### src/rtl/seven_seg_scan_ctrl.sv
// Two-digit multiplexed seven-segment scanner with a one-deep tear-free input buffer.
// Optional macro LEADING_ZERO_BLANK_EN blanks the tens digit when the value is below 10.
module seven_seg_scan_ctrl #(
   parameter int DWELL_CYCLES = 50000,
   parameter int BLANK_CYCLES = 4
) (
   input  logic       clk,
   input  logic       rst,
   input  logic       in_valid,
   input  logic [3:0] in_value,
   output logic       in_ready,
   output logic [6:0] seg_out,
   output logic [1:0] an_out,
   output logic       frame_tick
);

   localparam int MAX_CNT = ((DWELL_CYCLES > BLANK_CYCLES) ? DWELL_CYCLES : BLANK_CYCLES) - 1;
   localparam int CNT_W   = (MAX_CNT > 0) ? $clog2(MAX_CNT + 1) : 1;
   localparam logic [CNT_W-1:0] DWELL_LAST = CNT_W'(DWELL_CYCLES - 1);
   localparam logic [CNT_W-1:0] BLANK_LAST = CNT_W'(BLANK_CYCLES - 1);
   localparam logic [8:0]       DARK       = 9'b11_1111111;

   typedef enum logic [1:0] {SHOW_LO, BLANK_LO, SHOW_HI, BLANK_HI} state_t;

   state_t           state;
   logic [CNT_W-1:0] cnt;
   logic [3:0]       disp;
   logic [3:0]       pending;
   logic             pend;

   function automatic logic [6:0] pattern(input logic [3:0] d);
      case (d)
         4'd0:    pattern = 7'b1000000;
         4'd1:    pattern = 7'b1111001;
         4'd2:    pattern = 7'b0100100;
         4'd3:    pattern = 7'b0110000;
         4'd4:    pattern = 7'b0011001;
         4'd5:    pattern = 7'b0010010;
         4'd6:    pattern = 7'b0000010;
         4'd7:    pattern = 7'b1111000;
         4'd8:    pattern = 7'b0000000;
         4'd9:    pattern = 7'b0010000;
         default: pattern = 7'b1111111;
      endcase
   endfunction

   function automatic logic [8:0] lo_drive(input logic [3:0] d);
      logic [3:0] ones;
      ones = (d >= 4'd10) ? (d - 4'd10) : d;
      lo_drive = {2'b10, pattern(ones)};
   endfunction

   function automatic logic [8:0] hi_drive(input logic [3:0] d);
`ifdef LEADING_ZERO_BLANK_EN
      if (d < 4'd10)
         hi_drive = DARK;
      else
         hi_drive = {2'b01, pattern(4'd1)};
`else
      hi_drive = {2'b01, pattern((d >= 4'd10) ? 4'd1 : 4'd0)};
`endif
   endfunction

   assign in_ready = ~pend;

   // Outputs are loaded on the same edge as the state they describe, so they
   // always match the registered state without any input-to-output path.
   always_ff @(posedge clk or posedge rst) begin
      if (rst) begin
         state             <= BLANK_HI;
         cnt               <= '0;
         disp              <= '0;
         pending           <= '0;
         pend              <= 1'b0;
         {an_out, seg_out} <= DARK;
         frame_tick        <= 1'b0;
      end else begin
         frame_tick <= 1'b0;
         cnt        <= cnt + CNT_W'(1);
         if (in_valid && !pend) begin
            pending <= in_value;
            pend    <= 1'b1;
         end
         case (state)
            SHOW_LO: if (cnt == DWELL_LAST) begin
               state             <= BLANK_LO;
               cnt               <= '0;
               {an_out, seg_out} <= DARK;
            end
            BLANK_LO: if (cnt == BLANK_LAST) begin
               state             <= SHOW_HI;
               cnt               <= '0;
               {an_out, seg_out} <= hi_drive(disp);
            end
            SHOW_HI: if (cnt == DWELL_LAST) begin
               state             <= BLANK_HI;
               cnt               <= '0;
               {an_out, seg_out} <= DARK;
            end
            default: if (cnt == BLANK_LAST) begin
               // Frame boundary: the only place the displayed value may change.
               state <= SHOW_LO;
               cnt   <= '0;
               if (pend) begin
                  disp              <= pending;
                  pend              <= 1'b0;
                  frame_tick        <= 1'b1;
                  {an_out, seg_out} <= lo_drive(pending);
               end else begin
                  {an_out, seg_out} <= lo_drive(disp);
               end
            end
         endcase
      end
   end

endmodule

### config.mk
export PLATFORM = sky130hd
export DESIGN_NAME = seven_seg_scan_ctrl
export DESIGN_NICKNAME = d
export VERILOG_FILES = /design/src/rtl/seven_seg_scan_ctrl.sv
export SDC_FILE = /design/constraint.sdc
export NUM_CORES = 1
export LEC_CHECK = 0
export CELL_PAD_IN_SITES_DETAIL_PLACEMENT = 0
export CELL_PAD_IN_SITES_GLOBAL_PLACEMENT = 2
export CORE_ASPECT_RATIO = 1.4
export CORE_MARGIN = 2
export CORE_UTILIZATION = 36
export DETAILED_ROUTE_END_ITERATION = 16
export PLACE_DENSITY_LB_ADDON = 0.25
export SYNTH_ARGS = -nofsm -noshare
export SYNTH_HDL_FRONTEND = slang
export SYNTH_SLANG_ARGS = --single-unit
### constraint.sdc
create_clock -name clk -period 2.65 [get_ports clk]
set_clock_uncertainty 0.05 [all_clocks]
set_input_delay 0.3975 -clock clk [delete_from_list [all_inputs] [get_ports clk]]
set_output_delay 0.3975 -clock clk [all_outputs]
set_load 0.005 [all_outputs]
==> summary.md <==
| Metric | Value |
|---|---|
| I/O Buffers | `17` |
| Cts bufs inserted | `5` |
| Hold Startpoint | `cnt[0]` |
| Detailed placer's ending HPWL | `4210 um` |
| Worst hold slack | `0.420 ns` |
| Share of post-route cells with drive strength above 1 | `17.4%` |
| F_max | `0.432 GHz` |
| Share of power burned in registers | `47.8%` |
| Num rows | `35` |
| Fill cell count | `670` |
| Post-synth top cells | `30 x nand2_1, 26 x dfrtp_1, 26 x nor2_1` |
| Vias in the first global route | `1968` |
| Final setup viols | `0` |
| Synth area leader | `dfrtp_1` |
| Internal | `914 uW` |
| H-tree depth | `2` |
| Clk network pwr share | `37.9%` |
| Status | `completed` |
| Share of Yosys cell area claimed by the top area cell type | `27.3%` |
| N_diodes | `0` |
| # DRC | `0` |
| CTS Root Cell | `clkbuf_8` |
| Via Count | `1919` |
| Synth Net Count | `287` |
| WHS Path Cells | `1` |
| Initial DRC count | `55` |
| Hold Fails Final Rpt | `0` |
| CTS Hold Bufs | `0` |
| Synth Area per Inst | `9.00 um2` |
| Sw frac | `25.9%` |
| WL final | `5500 um` |
| VDD IR max | `0.000272 V` |
| Vias per inst | `5.32` |
| Cell Area, Synth | `0.00239 mm2` |
| Final net count | `308` |
| Max Cap Violations | `0` |
| Unrepaired setup endpoints after global routing | `false` |
| Post-CTS Resized | `0` |
| Post-synth EDFFs | `0` |
| TNS Setup | `0 ns` |
| Top post-synthesis cells by area | `dfrtp_1 27%, dfstp_2 12%, ha_1 7.9%, nand2_1 4.7%, nor2_1 4.1%` |
| Final instance area | `0.00276 mm2` |
| Unique masters post-synth | `54` |
| I/O Pins | `18` |
| Clock sinks | `37` |
| Inst Count DP | `353` |
| RR Endpoint | `seg_out[1]` |
| Gr ovfl total | `0` |
| Setup CP Type | `flop to flop` |
| Hold WC Path Type | `flop to flop` |
| Combinational power share | `14.3%` |
| Crit start category | `flop` |
| Psw | `319 uW` |
| CP Capture Type | `flop` |
| Worst Path Arrival | `2.49 ns` |
| Worst skew pair latency | `0.28 ns` |
| Slew margin rel. | `67.6%` |
| Layout area overhead | `15.6%` |
| CTS tree | `built` |
| DP Area | `0.00265 mm2` |
| CP required | `2.82 ns` |
| Post-synthesis sequential area ratio | `39.4%` |
| Setup slack, reg-to-reg | `0.33 ns` |
| Yosys warning total | `0` |
| Post-Layout Cell Count | `361` |
| Post-synth top flop | `dfrtp_1` |
| Flops & latches, synth | `37` |
| Measured slew at the worst slew-check pin | `0.486 ns` |
| CTS clk-pin slew, worst paths | `0.08 ns` |
| Drt pass-1 iters | `4` |
| Remaining antenna violation count after routing | `0` |
| Register-to-Register Path Depth | `9` |
| First-pass GRT wire length | `9570 um` |
| Largest net degree at the start of global routing | `38` |
| Per-cell routed wire length | `15.2 um` |
| Die height | `100 um` |
| Hold Path End | `cnt[0]` |
| Final period util | `87.4%` |
| Lkg Pwr | `1.12 nW` |
| Post-Syn Instances | `265` |
| Worst r2r src | `pending[1]` |
| Pins Over Slew Limit | `0` |
| Count leader, synth | `nand2_1` |
| Deepest clock path buffer count | `2` |
| Post-CTS Setup Bufs | `0` |
| GRT Util Overall | `17.0%` |
| Min cycle time layout | `2.32 ns` |
| Total power | `1.23 mW` |
| Die X | `72.8 um` |
| Gpl congestion | `0.811` |
| Core box area | `0.00648 mm2` |
| Post-synth ARST share | `100%` |
| Crit-path max FO | `10` |
| Initial Util | `36.8%` |
| Initial antenna violation count | `0` |
| Die ar. | `0.00730 mm2` |
| PwrDens | `447 mW/mm2` |
[how the worst max path moves through the flow]
stage / startpoint / to / slack (ns) / cells past startpoint
after floorplan: pending[1] / seg_out[1] / 0.42 / 10
after global placement: pending[1] / seg_out[1] / 0.34 / 9
after detailed placement: pending[1] / seg_out[1] / 0.33 / 9
after CTS: pending[1] / seg_out[1] / 0.32 / 9
after global routing: pending[1] / seg_out[5] / 0.15 / 7
final: pending[1] / seg_out[1] / 0.33 / 9
[worst max-delay path: stages (launching register included)]
cell      delay [ns]
dfrtp_1         0.48
nand2b_1        0.23
mux2i_1         0.20
ha_1            0.28
nor2b_1         0.14
o32ai_1         0.21
nand2_1         0.09
a31oi_1         0.27
a21oi_1         0.12
nor3_2          0.18
[registers in the layout, indices dropped and copies added, names as in the netlist]
| signal | cells |
|---|---|
| cnt | 16 |
| pend | 1 |
| state | 2 |
| pending | 4 |
| an_out | 2 |
| frame_tick | 1 |
| seg_out | 7 |
| disp | 4 |
[cell usage in the layout, fill, tap and decap left out, types with 4 or more instances in the layout]
| master | synthesis | layout |
|---|---|---|
| nand2_1 | 30 | 30 |
| nor2_1 | 26 | 26 |
| dfrtp_1 | 26 | 26 |
| inv_1 | 18 | 18 |
| a21oi_1 | 17 | 17 |
| clkdlybuf4s50_1 | 0 | 17 |
| ha_1 | 15 | 15 |
| o21ai_0 | 14 | 14 |
| nand3_1 | 11 | 11 |
| dfstp_2 | 11 | 11 |
| buf_4 | 0 | 8 |
| xor2_1 | 7 | 7 |
| xnor2_1 | 7 | 7 |
| clkbuf_8 | 0 | 6 |
| nor3_1 | 5 | 5 |
| a31oi_1 | 5 | 5 |
| o21a_1 | 5 | 5 |
| nor2_2 | 4 | 4 |
[layer usage]
layer | global-route usage [%] | part of all wire [%]
met5 | 0 | 0
met3 | 2.61 | 1.9
met4 | 6.70 | 1.9
met1 | 19.1 | 41
met2 | 31.3 | 55
[kinds of logic after synthesis]
family	after synthesis	share of synthesized area, %
XOR/XNOR	14	5.14
buffers and inverters	29	5.45
AND/OR/NAND/NOR	106	24.0
multiplexers	4	1.84
adder cells (fa/ha/maj)	15	7.87
AO/OA/AOI/OAI	60	16.3
flip-flops	37	39.4
[cell type report]
| type | count | area [um2] | share of cell area (%) |
|---|---|---|---|
| clock buffer | 8 | 111 | 4.04 |
| inverter | 18 | 67.6 | 2.45 |
| multi-input combinational | 199 | 1320 | 47.7 |
| sequential | 37 | 940 | 34.1 |
| tap | 74 | 92.6 | 3.36 |
| timing repair buffer | 25 | 230 | 8.35 |
[power groups by stage]
stage | Combinational, mW | Sequential, mW | Clock (mW)
finish | 0.177 | 0.589 | 0.467
global route | 0.197 | 0.591 | 0.515
CTS | 0.177 | 0.589 | 0.489
detailed placement | 0.176 | 0.599 | 0
global placement | 0.178 | 0.600 | 0
floorplan | 0.132 | 0.588 | 0
[per-stage QoR]
stage	worst slack, ns	utilization, %
3_3_place_gp	0.342	40.8
6_report	0.335	42.5
5_1_grt	0.155	42.5
3_5_place_dp	0.332	40.8
4_1_cts	0.317	42.5
2_1_floorplan	0.419	-
Power figures use the tool's default switching activity.
